### config.mk
export PLATFORM = sky130hd
export DESIGN_NAME = pe_o_drain
export DESIGN_NICKNAME = d
export VERILOG_FILES = /design/src/rtl/pe_o_drain.sv
export SDC_FILE = /design/constraint.sdc
export NUM_CORES = 1
export LEC_CHECK = 0
export CAP_MARGIN = 20
export CORE_UTILIZATION = 60
export DETAILED_ROUTE_END_ITERATION = 10
export HOLD_SLACK_MARGIN = 0.03
export PLACE_DENSITY = 0.86
export SLEW_MARGIN = 20
export SYNTH_ARGS = -nofsm -noshare
export SYNTH_HDL_FRONTEND = slang
export SYNTH_SLANG_ARGS = --single-unit
### constraint.sdc
create_clock -name clk -period 8.7 [get_ports clk]
set_input_delay 1.74 -clock clk [delete_from_list [all_inputs] [get_ports clk]]
set_output_delay 1.74 -clock clk [all_outputs]
set_load 0.005 [all_outputs]
### src/rtl/pe_o_drain.sv
// Output drain for a PE column: counts accumulator beats, quantises the capture beat and queues results in a show-ahead FIFO.
// Optional rounding (round half up) is enabled by defining PE_DRAIN_RND_EN; otherwise results truncate toward -inf.
module pe_o_drain #(
    parameter int ACC_BW = 32,
    parameter int MUL_BW = 16,
    parameter int FRA_BW = 6,
    parameter int DEPTH  = 4
) (
    input  logic                     clk,
    input  logic                     rst,
    input  logic                     start,
    input  logic [15:0]              k_len,
    input  logic [7:0]               n_out,
    input  logic                     o_vld_i,
    input  logic signed [ACC_BW-1:0] o_i,
    output logic signed [MUL_BW-1:0] res_o,
    output logic                     res_vld_o,
    input  logic                     res_rdy_i,
    output logic                     busy_o,
    output logic                     done_o,
    output logic                     ovf_o,
    output logic                     sat_o,
    output logic [1:0]               dbg_state
);

    localparam int AW = $clog2(DEPTH);

    typedef enum logic [1:0] {
        IDLE  = 2'd0,
        ACC   = 2'd1,
        DRAIN = 2'd2
    } state_t;

`ifdef PE_DRAIN_RND_EN
    localparam logic signed [ACC_BW:0] RND = (ACC_BW+1)'(2 ** (FRA_BW - 1));
`else
    localparam logic signed [ACC_BW:0] RND = '0;
`endif
    localparam logic signed [ACC_BW:0] Q_MAX = (ACC_BW+1)'(2 ** (MUL_BW - 1) - 1);
    localparam logic signed [ACC_BW:0] Q_MIN = ~Q_MAX;

    state_t state, state_n;
    logic   done_n;
    logic [15:0] k_lat, beat_cnt;
    logic [7:0]  n_lat, res_cnt;

    logic [MUL_BW-1:0] mem [DEPTH];
    logic [AW:0]       wr_ptr, rd_ptr;
    logic              empty, full, pop, push, drop, cap;

    // One extra bit of headroom so the rounding add can never wrap.
    logic signed [ACC_BW:0] ext, q_full;
    logic                   sat_hit;
    logic [MUL_BW-1:0]      q;

    always_comb begin
        ext     = {o_i[ACC_BW-1], o_i} + RND;
        q_full  = ext >>> FRA_BW;
        sat_hit = (q_full > Q_MAX) || (q_full < Q_MIN);
        if (q_full > Q_MAX)      q = Q_MAX[MUL_BW-1:0];
        else if (q_full < Q_MIN) q = Q_MIN[MUL_BW-1:0];
        else                     q = q_full[MUL_BW-1:0];
    end

    // Handshake: a FIFO entry transfers on a cycle where res_vld_o && res_rdy_i;
    // res_o is stable while res_vld_o is high and not yet accepted.
    assign empty     = (wr_ptr == rd_ptr);
    assign full      = (wr_ptr[AW] != rd_ptr[AW]) && (wr_ptr[AW-1:0] == rd_ptr[AW-1:0]);
    assign res_vld_o = !empty;
    assign res_o     = empty ? '0 : $signed(mem[rd_ptr[AW-1:0]]);
    assign pop       = res_vld_o && res_rdy_i;
    assign cap       = (state == ACC) && o_vld_i && (beat_cnt == k_lat - 16'd1);
    assign push      = cap && (!full || pop);
    assign drop      = cap && full && !pop;
    assign busy_o    = (state != IDLE);
    assign dbg_state = state;

    always_comb begin
        state_n = state;
        done_n  = 1'b0;
        case (state)
            IDLE: begin
                if (start) begin
                    if (k_len == 16'd0 || n_out == 8'd0) done_n  = 1'b1;
                    else                                 state_n = ACC;
                end
            end
            ACC: begin
                if (cap && (res_cnt + 8'd1 == n_lat)) state_n = DRAIN;
            end
            DRAIN: begin
                if (empty) begin
                    state_n = IDLE;
                    done_n  = 1'b1;
                end
            end
            default: state_n = IDLE;
        endcase
    end

    always_ff @(posedge clk or posedge rst) begin
        if (rst) begin
            state    <= IDLE;
            done_o   <= 1'b0;
            k_lat    <= '0;
            n_lat    <= '0;
            beat_cnt <= '0;
            res_cnt  <= '0;
            ovf_o    <= 1'b0;
            sat_o    <= 1'b0;
        end else begin
            state  <= state_n;
            done_o <= done_n;
            if (state == IDLE && start) begin
                k_lat    <= k_len;
                n_lat    <= n_out;
                beat_cnt <= '0;
                res_cnt  <= '0;
                ovf_o    <= 1'b0;
                sat_o    <= 1'b0;
            end else if (cap) begin
                beat_cnt <= '0;
                res_cnt  <= res_cnt + 8'd1;
                if (sat_hit) sat_o <= 1'b1;
                if (drop)    ovf_o <= 1'b1;
            end else if (state == ACC && o_vld_i) begin
                beat_cnt <= beat_cnt + 16'd1;
            end
        end
    end

    // FIFO storage survives job starts; only reset clears it.
    always_ff @(posedge clk or posedge rst) begin
        if (rst) begin
            wr_ptr <= '0;
            rd_ptr <= '0;
            for (int i = 0; i < DEPTH; i++) mem[i] <= '0;
        end else begin
            if (push) begin
                mem[wr_ptr[AW-1:0]] <= q;
                wr_ptr              <= wr_ptr + 1'b1;
            end
            if (pop) rd_ptr <= rd_ptr + 1'b1;
        end
    end

endmodule

==> results.py, run 1 <==
metrics = {
    "status": {
        "status": "complete, no violations",
    },
    "global_route": {
        "grt_pass1_wl_um": 25900,
        "grt_overflow_total": 0,
        "track_usage_pct": 29.5,
        "grt_max_degree": 71,
        "first_global_vias": 5212,
        "antenna_found_initial": 0,
    },
    "clocking": {
        "cts_sinks": 123,
        "cts-root-buf": "clkbuf_8",
        "cts_setup_buffers": 0,
        "ctsHoldBuffers": 0,
        "cts_made_buffers": 17,
        "tritoncts": "built",
        "clk_path_buf_depth": 2,
        "htree_levels": 4,
        "clock_latency_ps": 550,
        "ctsResizeCount": 0,
        "clkSlewWorstSetupHoldPaths_ps": 60,
    },
    "cells_and_area": {
        "fin_util_pct": 74.3,
        "area_growth_syn_to_layout_pct": 19.6,
        "fin_nets": 751,
        "n_fill_cell": 730,
        "drive_above_1_share_pct": 18.3,
        "num_antenna_cells": 0,
    },
    "power_and_ir_drop": {
        "p_leak_nw": 3.74,
        "internal_power_w": 0.00110,
        "powerDensity_nw_per_um2": 195,
        "combPwrFrac_pct": 19.0,
        "swShare_pct": 30.1,
        "fin_total_pwr_w": 0.00158,
        "pwr-share-seq_pct": 43.0,
        "clkPwrFrac_pct": 38.0,
        "ir_worst_vdd_mv": 0.153,
        "netSwitchingPower_w": 0.000474,
    },
    "placed_design": {
        "dp_hpwl_um": 10400,
        "io_buffers": 77,
        "place_ws_ps": 3670,
        "place.gp.congestion": 0.845,
    },
    "min_path": {
        "hp-class": "reg -> reg",
    },
    "drt": {
        "drtIter0Drc": 332,
        "drt-total-wl_um": 15700,
        "viasPerCell": 5.91,
        "antenna_left": 0,
        "drc_errors": 0,
        "wl_per_cell_um": 18.9,
        "drt_pass1_iterations": 5,
        "vias": 4919,
    },
    "critical_path": {
        "required_ps": 6960,
        "r2r_slack_ps": 4710,
        "cp-start-kind": "flip-flop",
        "crit_chain": "xnor2_1 > and3_1 > nor2b_1 > clkdlybuf4s50_1",
        "cp_max_fo": 19,
        "crit_type": "reg -> out",
        "critPathCaptureType": "output pin",
        "crit_slowest_cell": "dfrtp_1",
        "critPathMaxStageDelay_ps": 980,
        "crit_buf_inv": 1,
        "cp_data_arrival_time_ps": 3350,
        "crit_family": "simple AND/OR/NAND/NOR gates",
    },
    "logic_synthesis": {
        "synth_edf_count": 0,
        "ys_top_cells_by_area": "dfrtp_1, mux2_4, mux4_2",
        "synth-async-reset-ratio_pct": 100,
        "syn_avg_cell_area_um2": 11.1,
        "yosys-top-cells-count": "dfrtp_1, nand2_1, nor2_1, mux2_4, xnor2_1",
        "syn_nets": 679,
        "synth_area_leader_cell": "dfrtp_1",
        "synth_warnings": 0,
        "synth_area_um2": 6760,
        "synth_cells": 610,
        "synth_top_area_share_pct": 45.5,
        "ys_seq_area_share_pct": 45.5,
        "synthFlopType": "dfrtp_1",
        "yosys.cell_types.count": 61,
        "ys_ff_latch": 123,
        "yosysMostFrequentCell": "dfrtp_1",
    },
    "timing": {
        "layout_setup_ws_ps": 3610,
        "fin_crit_sh_pct": 58.5,
        "finalHoldViolations": 0,
        "skew_ps": 14.8,
        "rsz0062_at_grt": "no",
        "worst_pin_slew_ps": 979,
        "slew_headroom_pct": 34.7,
        "tns_ps": 0,
        "fmax_mhz": 197,
        "slew_violations": 0,
        "finalSetupViolCount": 0,
        "fin_crit_ps": 5090,
    },
    "die": {
        "die_w_um": 108,
        "num_io_pins": 84,
        "dieArea_um2": 11700,
        "core_area_um2": 10900,
        "start_util_pct": 62.1,
        "dieHeight_um": 108,
        "row_count": 38,
    },
    "run": {
        "maxCapViolations": 0,
    },
}
## final timing paths
path | start | end | cells after the start
worst max-delay path | rd_ptr[1]$_DFFE_PP0P_ | res_o[8] | 4
worst min-delay path | n_lat[3]$_DFFE_PP0P_ | n_lat[3]$_DFFE_PP0P_ | 2
worst max register to register | k_lat[0]$_DFFE_PP0P_ | mem[47]$_DFFE_PP0P_ | 9
worst min register to register | n_lat[3]$_DFFE_PP0P_ | n_lat[3]$_DFFE_PP0P_ | 2
max in group asynchronous | rst | k_lat[4]$_DFFE_PP0P_ | 3
min in group asynchronous | rst | mem[26]$_DFFE_PP0P_ | 2
## layer usage
metal	global-route usage [%]	up-vias	wire (um)
met4	13.4	0	311
met1	36.3	2474	6700
met3	6.03	26	770
met5	0	-	0
met2	50.1	143	7950
li1	-	2276	-
## logic make-up after synthesis
kind of cell | synth area share [%]
flip-flops | 45.5
adder cells (fa/ha/maj) | 1.48
buffers and inverters | 3.18
AO/OA/AOI/OAI | 5.33
XOR/XNOR | 7.00
AND/OR/NAND/NOR | 18.2
multiplexers | 19.2
## layout make-up
class / instances / area (um^2) / area share [%]
clock inverters: 7 / 46.3 / 0.572
inverters: 17 / 66.3 / 0.820
multi-input cells: 441 / 3470 / 42.9
repair buffers: 82 / 808 / 10.0
well taps: 140 / 175 / 2.17
flip-flops and latches: 123 / 3080 / 38.1
clock buffers: 23 / 447 / 5.52
## registers in the layout, summed over array words and instances (netlist names)
name,count
ovf_o,1
k_lat,16
res_cnt,8
sat_o,1
wr_ptr,3
n_lat,8
mem,64
dbg_state,2
rd_ptr,3
beat_cnt,16
done_o,1
## tightest hold or removal path, cell delays in order, from the launching register on
cell and delay, ps:
dfrtp_1 360, nand2_1 50, nand2_1 60
## power by group through the flow
stage / registers, W / logic, W / clock network (W)
2_1_floorplan: 0.000649 / 0.000238 / 0
3_3_place_gp: 0.000683 / 0.000284 / 0
3_5_place_dp: 0.000686 / 0.000298 / 0
4_1_cts: 0.000677 / 0.000302 / 0.000602
5_1_grt: 0.000686 / 0.000330 / 0.000625
6_report: 0.000678 / 0.000299 / 0.000598
## cell usage in the layout, fill, tap and decap left out, types with 8 or more instances in the layout
cell type,instances
clkbuf_16,16
clkdlybuf4s50_1,77
dfrtp_1,123
ha_1,8
inv_1,16
mux2_2,27
mux2_4,39
mux4_2,16
nand2_1,88
nand3_1,16
nand4_1,10
nor2_1,66
nor2b_1,19
nor4_1,13
o21ai_0,13
xnor2_1,29
xor2_1,25
## through the flow
stage | cells | hold WS, ps | cell area [um^2]
floorplan | 610 | 465 | 6760
global placement | 803 | 480 | 7590
detailed placement | 803 | 488 | 7590
CTS | 833 | 506 | 8090
global route | 833 | 522 | 8090
finish | 833 | 504 | 8090
Power figures use the tool's default switching activity.
==> inputs of run 2 (changes only) <==
--- a/config.mk
+++ b/config.mk
@@ -6,10 +6,10 @@
 export NUM_CORES = 1
 export LEC_CHECK = 0
 export CAP_MARGIN = 20
-export CORE_UTILIZATION = 60
+export CORE_UTILIZATION = 56
 export DETAILED_ROUTE_END_ITERATION = 10
 export HOLD_SLACK_MARGIN = 0.03
-export PLACE_DENSITY = 0.86
+export PLACE_DENSITY = 0.81
 export SLEW_MARGIN = 20
 export SYNTH_ARGS = -nofsm -noshare
 export SYNTH_HDL_FRONTEND = slang
==> constraint.sdc (replaced) <==
create_clock -name clk -period 5.3 [get_ports clk]
set_input_delay 1.06 -clock clk [delete_from_list [all_inputs] [get_ports clk]]
set_output_delay 1.06 -clock clk [all_outputs]
set_load 0.005 [all_outputs]
==> run 2 against run 1 <==
  * The run now ends with design-rule violations left
  * Sequential share of layout area fell by 0.84 points
  * Die area is 7.0% higher
  * Setup slack got worse by 2200 ps
  * Sequential cell count is the same
  * Combinational power rose by 77%
  * Critical path depth grew 5
  * First-iteration DRC count shrank 0.30%
  * Via count is 0.81% higher
  * Register-to-register slack lost 3300 ps
  * Critical path type is now reg -> reg
  * Critical endpoint is now mem[49]$_DFFE_PP0P_
==> results.py, run 2 (synthesis gave the netlist of run 1 again) <==
metrics = {
    "status": {
        "status": "complete, but fails checks",
        "violations": "design-rule violations",
    },
    "cells_and_area": {
        "num_antenna_cells": 0,
        "stdcell_area_um2": 8270,
        "final_cell_mix": "dfrtp_1, nand2_1, clkdlybuf4s50_1",
        "register_area_um2": 3080,
        "n_fill_cell": 832,
        "largest_reg_flops": 64,
        "area_growth_syn_to_layout_pct": 22.3,
        "final_common_cell": "dfrtp_1",
        "top_register": "mem",
        "fin_nets": 753,
        "reg_top3": "mem (64), beat_cnt (16), k_lat (16)",
        "drive_above_1_share_pct": 19.4,
        "multi_input_area_um2": 3470,
    },
    "die": {
        "core_area_um2": 11600,
        "start_util_pct": 58.2,
        "dieHeight_um": 112,
        "die_w_um": 112,
        "dieArea_um2": 12500,
        "num_io_pins": 84,
        "row_count": 39,
    },
    "timing": {
        "slew_violations": 0,
        "fin_crit_ps": 3910,
        "worst_pin_slew_ps": 937,
        "tns_ps": 0,
        "finalHoldViolations": 0,
        "slew_headroom_pct": 37.5,
        "fin_crit_sh_pct": 73.7,
        "rsz0062_at_grt": "no",
        "fmax_mhz": 256,
        "skew_ps": 10.5,
        "finalSetupViolCount": 0,
    },
    "power_and_ir_drop": {
        "p_leak_nw": 3.83,
        "fin_total_pwr_w": 0.00289,
        "ir_worst_vdd_mv": 0.221,
        "powerDensity_nw_per_um2": 350,
    },
    "clocking": {
        "cts-root-buf": "clkbuf_16",
        "clock_latency_ps": 410,
        "clkSlewWorstSetupHoldPaths_ps": 60,
        "clk_path_buf_depth": 2,
        "ctsHoldBuffers": 0,
        "cts_sinks": 123,
        "ctsResizeCount": 0,
        "cts_made_buffers": 17,
        "cts_setup_buffers": 0,
        "tritoncts": "built",
        "htree_levels": 4,
    },
    "global_route": {
        "grt_pass1_wl_um": 26200,
        "grt_max_degree": 55,
        "grt_overflow_total": 0,
        "first_global_vias": 5188,
        "track_usage_pct": 27.2,
        "antenna_found_initial": 0,
    },
    "drt": {
        "vias": 4959,
        "wl_per_cell_um": 18.7,
        "drc_errors": 5,
        "antenna_left": 0,
        "drt_pass1_iterations": 7,
        "viasPerCell": 5.90,
        "drtIter0Drc": 331,
        "drt-total-wl_um": 15700,
    },
    "critical_path": {
        "reg2reg_from": "k_lat[0]$_DFFE_PP0P_",
        "cp-start-kind": "flip-flop",
        "cp_data_arrival_time_ps": 4200,
        "critPathCaptureType": "flip-flop",
        "reg2reg_depth": 9,
        "r2r_slack_ps": 1390,
        "cp_max_fo": 16,
        "r2r-end": "mem[49]$_DFFE_PP0P_",
        "crit_type": "reg -> reg",
        "required_ps": 5590,
    },
    "min_path": {
        "min_to": "sat_o$_DFFE_PP0P_",
        "worstHoldStart": "sat_o$_DFFE_PP0P_",
        "whs_path_depth": 2,
        "hp-class": "reg -> reg",
    },
    "placed_design": {
        "io_buffers": 77,
        "place_area_um2": 7610,
        "place.gp.congestion": 0.877,
        "dp_hpwl_um": 10400,
    },
    "run": {
        "maxCapViolations": 0,
    },
}
## run 2: cell count changes in the layout (fill, tap and decap cells not counted)
cell,before,now
clkbuf_8,2,1
clkbuf_1,5,1
buf_4,5,7
clkinv_2,3,1
inv_6,0,3
bufinv_16,0,5
clkbuf_16,16,17
## run 2: worst max-delay path: stages (launching register included)
cell	delay, ps
dfrtp_1	440
inv_1	100
ha_1	190
or4b_1	620
a2111oi_2	380
a41oi_1	80
nor4_1	500
o211a_1	530
nand4_4	490
mux2_4	450
## run 2: cell type report
| cell class | instances | area share (%) |
|---|---|---|
| Tap cell | 143 | 2.16 |
| Inverter | 17 | 0.802 |
| Clock inverter | 13 | 2.57 |
| Multi-Input combinational cell | 441 | 41.9 |
| Timing Repair Buffer | 84 | 9.96 |
| Clock buffer | 19 | 5.36 |
| Sequential cell | 123 | 37.2 |
## run 2: metal layers
| layer | track usage, % | share of wire [%] | up-vias | wire length [um] |
|---|---|---|---|---|
| met5 | 0 | 0 | - | 0 |
| met4 | 9.55 | 1.3 | 0 | 212 |
| met3 | 6.64 | 5.2 | 21 | 825 |
| met2 | 45.7 | 51 | 151 | 8040 |
| met1 | 34.5 | 42 | 2508 | 6650 |
| li1 | - | - | 2279 | - |
## run 2: worst max-delay path by stage
stage,from,slack (ps),end
after floorplan,rst,970,beat_cnt[0]$_DFFE_PP0P_
after global placement,o_vld_i,1050,mem[1]$_DFFE_PP0P_
after detailed placement,o_vld_i,1020,mem[53]$_DFFE_PP0P_
after CTS,k_lat[0]$_DFFE_PP0P_,1370,mem[57]$_DFFE_PP0P_
after global routing,k_lat[0]$_DFFE_PP0P_,1170,mem[57]$_DFFE_PP0P_
final,k_lat[0]$_DFFE_PP0P_,1390,mem[49]$_DFFE_PP0P_
## run 2: metrics by stage
step | hold WS (ps) | cells | setup WS (ps) | utilization (%)
global placement | 469 | 808 | 1050 | 65.5
detailed placement | 484 | 808 | 1020 | 65.5
floorplan | 465 | 610 | 969 | -
global route | 510 | 840 | 1170 | 71.2
CTS | 497 | 840 | 1370 | 71.2
finish | 493 | 840 | 1390 | 71.2
## run 2: report_power, final
part / internal [W] / switching (W)
Sequential: 0.00100 / 0.0000806
Combinational: 0.000234 / 0.000295
Clock: 0.000851 / 0.000429
==> inputs of run 3 (changes only) <==
--- a/config.mk
+++ b/config.mk
@@ -6,10 +6,10 @@
 export NUM_CORES = 1
 export LEC_CHECK = 0
 export CAP_MARGIN = 20
-export CORE_UTILIZATION = 56
+export CORE_UTILIZATION = 51
 export DETAILED_ROUTE_END_ITERATION = 10
 export HOLD_SLACK_MARGIN = 0.03
-export PLACE_DENSITY = 0.81
+export PLACE_DENSITY = 0.78
 export SLEW_MARGIN = 20
 export SYNTH_ARGS = -nofsm -noshare
 export SYNTH_HDL_FRONTEND = slang
==> constraint.sdc (replaced) <==
create_clock -name clk -period 3.1 [get_ports clk]
set_input_delay 0.62 -clock clk [delete_from_list [all_inputs] [get_ports clk]]
set_output_delay 0.62 -clock clk [all_outputs]
set_load 0.005 [all_outputs]
==> run 3 against run 2 <==
  * The flow now finishes without violations
  * Sequential cell count unchanged
  * Register-to-register slack worse by 1300 ps
  * Setup slack worse by 1300 ps
  * Sequential share of layout area fell by 1.4 points
  * Final cell count rose by 7.3%
  * Critical path depth did not move
==> results.py, run 3 (synthesis gave the netlist of run 1 again) <==
metrics = {
    "status": {
        "status": "complete, no violations",
    },
    "power_and_ir_drop": {
        "swShare_pct": 28.4,
        "netSwitchingPower_w": 0.00137,
        "fin_total_pwr_w": 0.00483,
        "internal_power_w": 0.00346,
        "clkPwrFrac_pct": 42.0,
        "powerDensity_nw_per_um2": 562,
        "p_leak_nw": 3.99,
        "pwr-share-seq_pct": 38.1,
        "combPwrFrac_pct": 19.9,
        "ir_worst_vdd_mv": 0.469,
    },
    "drt": {
        "antenna_left": 0,
        "wl_per_cell_um": 17.6,
        "drt_pass1_iterations": 4,
        "viasPerCell": 5.57,
        "drt-total-wl_um": 15900,
        "vias": 5021,
        "drtIter0Drc": 266,
        "drc_errors": 0,
    },
    "clocking": {
        "clkSlewWorstSetupHoldPaths_ps": 60,
        "cts_sinks": 123,
        "tritoncts": "built",
        "clk_path_buf_depth": 2,
        "cts-root-buf": "clkbuf_16",
        "cts_made_buffers": 17,
        "clock_latency_ps": 420,
        "htree_levels": 4,
    },
    "die": {
        "die_w_um": 117,
        "row_count": 41,
        "start_util_pct": 52.9,
        "num_io_pins": 84,
        "dieArea_um2": 13700,
        "dieHeight_um": 117,
        "core_area_um2": 12800,
    },
    "cells_and_area": {
        "largest_reg_flops": 64,
        "fin_nets": 785,
        "final_common_cell": "dfrtp_1",
        "n_fill_cell": 934,
        "num_antenna_cells": 0,
        "multi_input_area_um2": 3480,
        "reg_top3": "mem (64), beat_cnt (16), k_lat (16)",
        "fin_util_pct": 67.3,
        "area_growth_syn_to_layout_pct": 27.2,
        "drive_above_1_share_pct": 23.3,
        "top_register": "mem",
        "final_cell_mix": "dfrtp_1, nand2_1, clkdlybuf4s50_1",
        "register_area_um2": 3080,
    },
    "timing": {
        "layout_setup_ws_ps": 85.5,
        "fmax_mhz": 332,
        "fin_crit_sh_pct": 97.2,
        "slew_headroom_pct": 56.1,
        "finalSetupViolCount": 0,
        "tns_ps": 0,
        "skew_ps": 9.85,
        "rsz0062_at_grt": "no",
        "fin_crit_ps": 3010,
        "slew_violations": 0,
        "worst_pin_slew_ps": 659,
        "finalHoldViolations": 0,
    },
    "critical_path": {
        "crit_buf_inv": 2,
        "cp_data_arrival_time_ps": 3320,
        "critPathMaxStageDelay_ps": 570,
        "crit_type": "reg -> reg",
        "required_ps": 3400,
        "crit_family": "simple AND/OR/NAND/NOR gates",
        "cp_max_fo": 17,
        "cp-start-kind": "flip-flop",
        "critPathCaptureType": "flip-flop",
        "crit_chain": "or4_4 > or3_4 > a2111oi_4 > o211a_1 > o211a_1 > buf_12 > nand4_4 > buf_12 > mux2_4",
        "crit_slowest_cell": "or4_4",
        "r2r_slack_ps": 90,
    },
    "global_route": {
        "grt_overflow_total": 0,
        "grt_pass1_wl_um": 26300,
        "antenna_found_initial": 0,
        "grt_max_degree": 124,
        "first_global_vias": 5329,
        "track_usage_pct": 25.8,
    },
    "run": {
        "maxCapViolations": 0,
    },
    "placed_design": {
        "place_ws_ps": -264,
        "place.gp.congestion": 0.868,
        "dp_hpwl_um": 10700,
        "io_buffers": 77,
    },
    "min_path": {
        "hp-class": "reg -> reg",
    },
}
-- run 3: worst paths after layout --
path	start	endpoint	cells after the start
worst max register to register	k_lat[1]$_DFFE_PP0P_	mem[7]$_DFFE_PP0P_	9
worst min register to register	sat_o$_DFFE_PP0P_	sat_o$_DFFE_PP0P_	2
worst min-delay path	sat_o$_DFFE_PP0P_	sat_o$_DFFE_PP0P_	2
worst max-delay path	k_lat[1]$_DFFE_PP0P_	mem[7]$_DFFE_PP0P_	9
max in group asynchronous	rst	k_lat[9]$_DFFE_PP0P_	3
min in group asynchronous	rst	mem[58]$_DFFE_PP0P_	3
-- run 3: cell type report --
class                           count  share of cell area, %
Clock buffer                       22                   5.40
Clock inverter                     10                   1.64
Inverter                           17                  0.786
Multi-Input combinational cell    441                   40.5
Sequential cell                   123                   35.8
Tap cell                          172                   2.50
Timing Repair Buffer              116                   13.4
-- run 3: routing by layer --
metal	wire (um)	global-route usage [%]	up-vias	share of wire (%)
met5	0	0	-	0
met1	6800	31.3	2503	43
li1	-	-	2356	-
met3	839	7.26	26	5.3
met4	285	9.03	0	1.8
met2	7950	44.1	136	50
-- run 3: per-stage QoR --
step | hold slack (ps) | instances | area, um^2
2_1_floorplan | 465 | 610 | 6760
3_3_place_gp | 473 | 867 | 7950
3_5_place_dp | 483 | 867 | 7950
4_1_cts | 501 | 900 | 8590
5_1_grt | 513 | 901 | 8600
6_report | 497 | 901 | 8600
-- run 3: worst register-to-register path, cell delays in order (launching register included) --
cell and delay [ps]:
dfrtp_1 400, or4_4 570, or3_4 390, a2111oi_4 340, o211a_1 240, o211a_1 210, buf_12 140, nand4_4 110
buf_12 190, mux2_4 310
-- run 3: what timing repair did --
| item | CTS | global route |
|---|---|---|
| hold buffers | 0 | 0 |
| endpoints found under the setup margin | 82 | 64 |
| pin swaps | 1 | 2 |
| gates resized for setup | 5 | 1 |
| setup buffers | 1 | 1 |
-- run 3: power by group through the flow --
stage | clock [W] | sequential, W | combinational [W]
after CTS | 0.00206 | 0.00184 | 0.000970
after global routing | 0.00213 | 0.00185 | 0.00106
after global placement | 0 | 0.00185 | 0.000916
after detailed placement | 0 | 0.00186 | 0.000946
after floorplan | 0 | 0.00182 | 0.000669
final | 0.00203 | 0.00184 | 0.000963
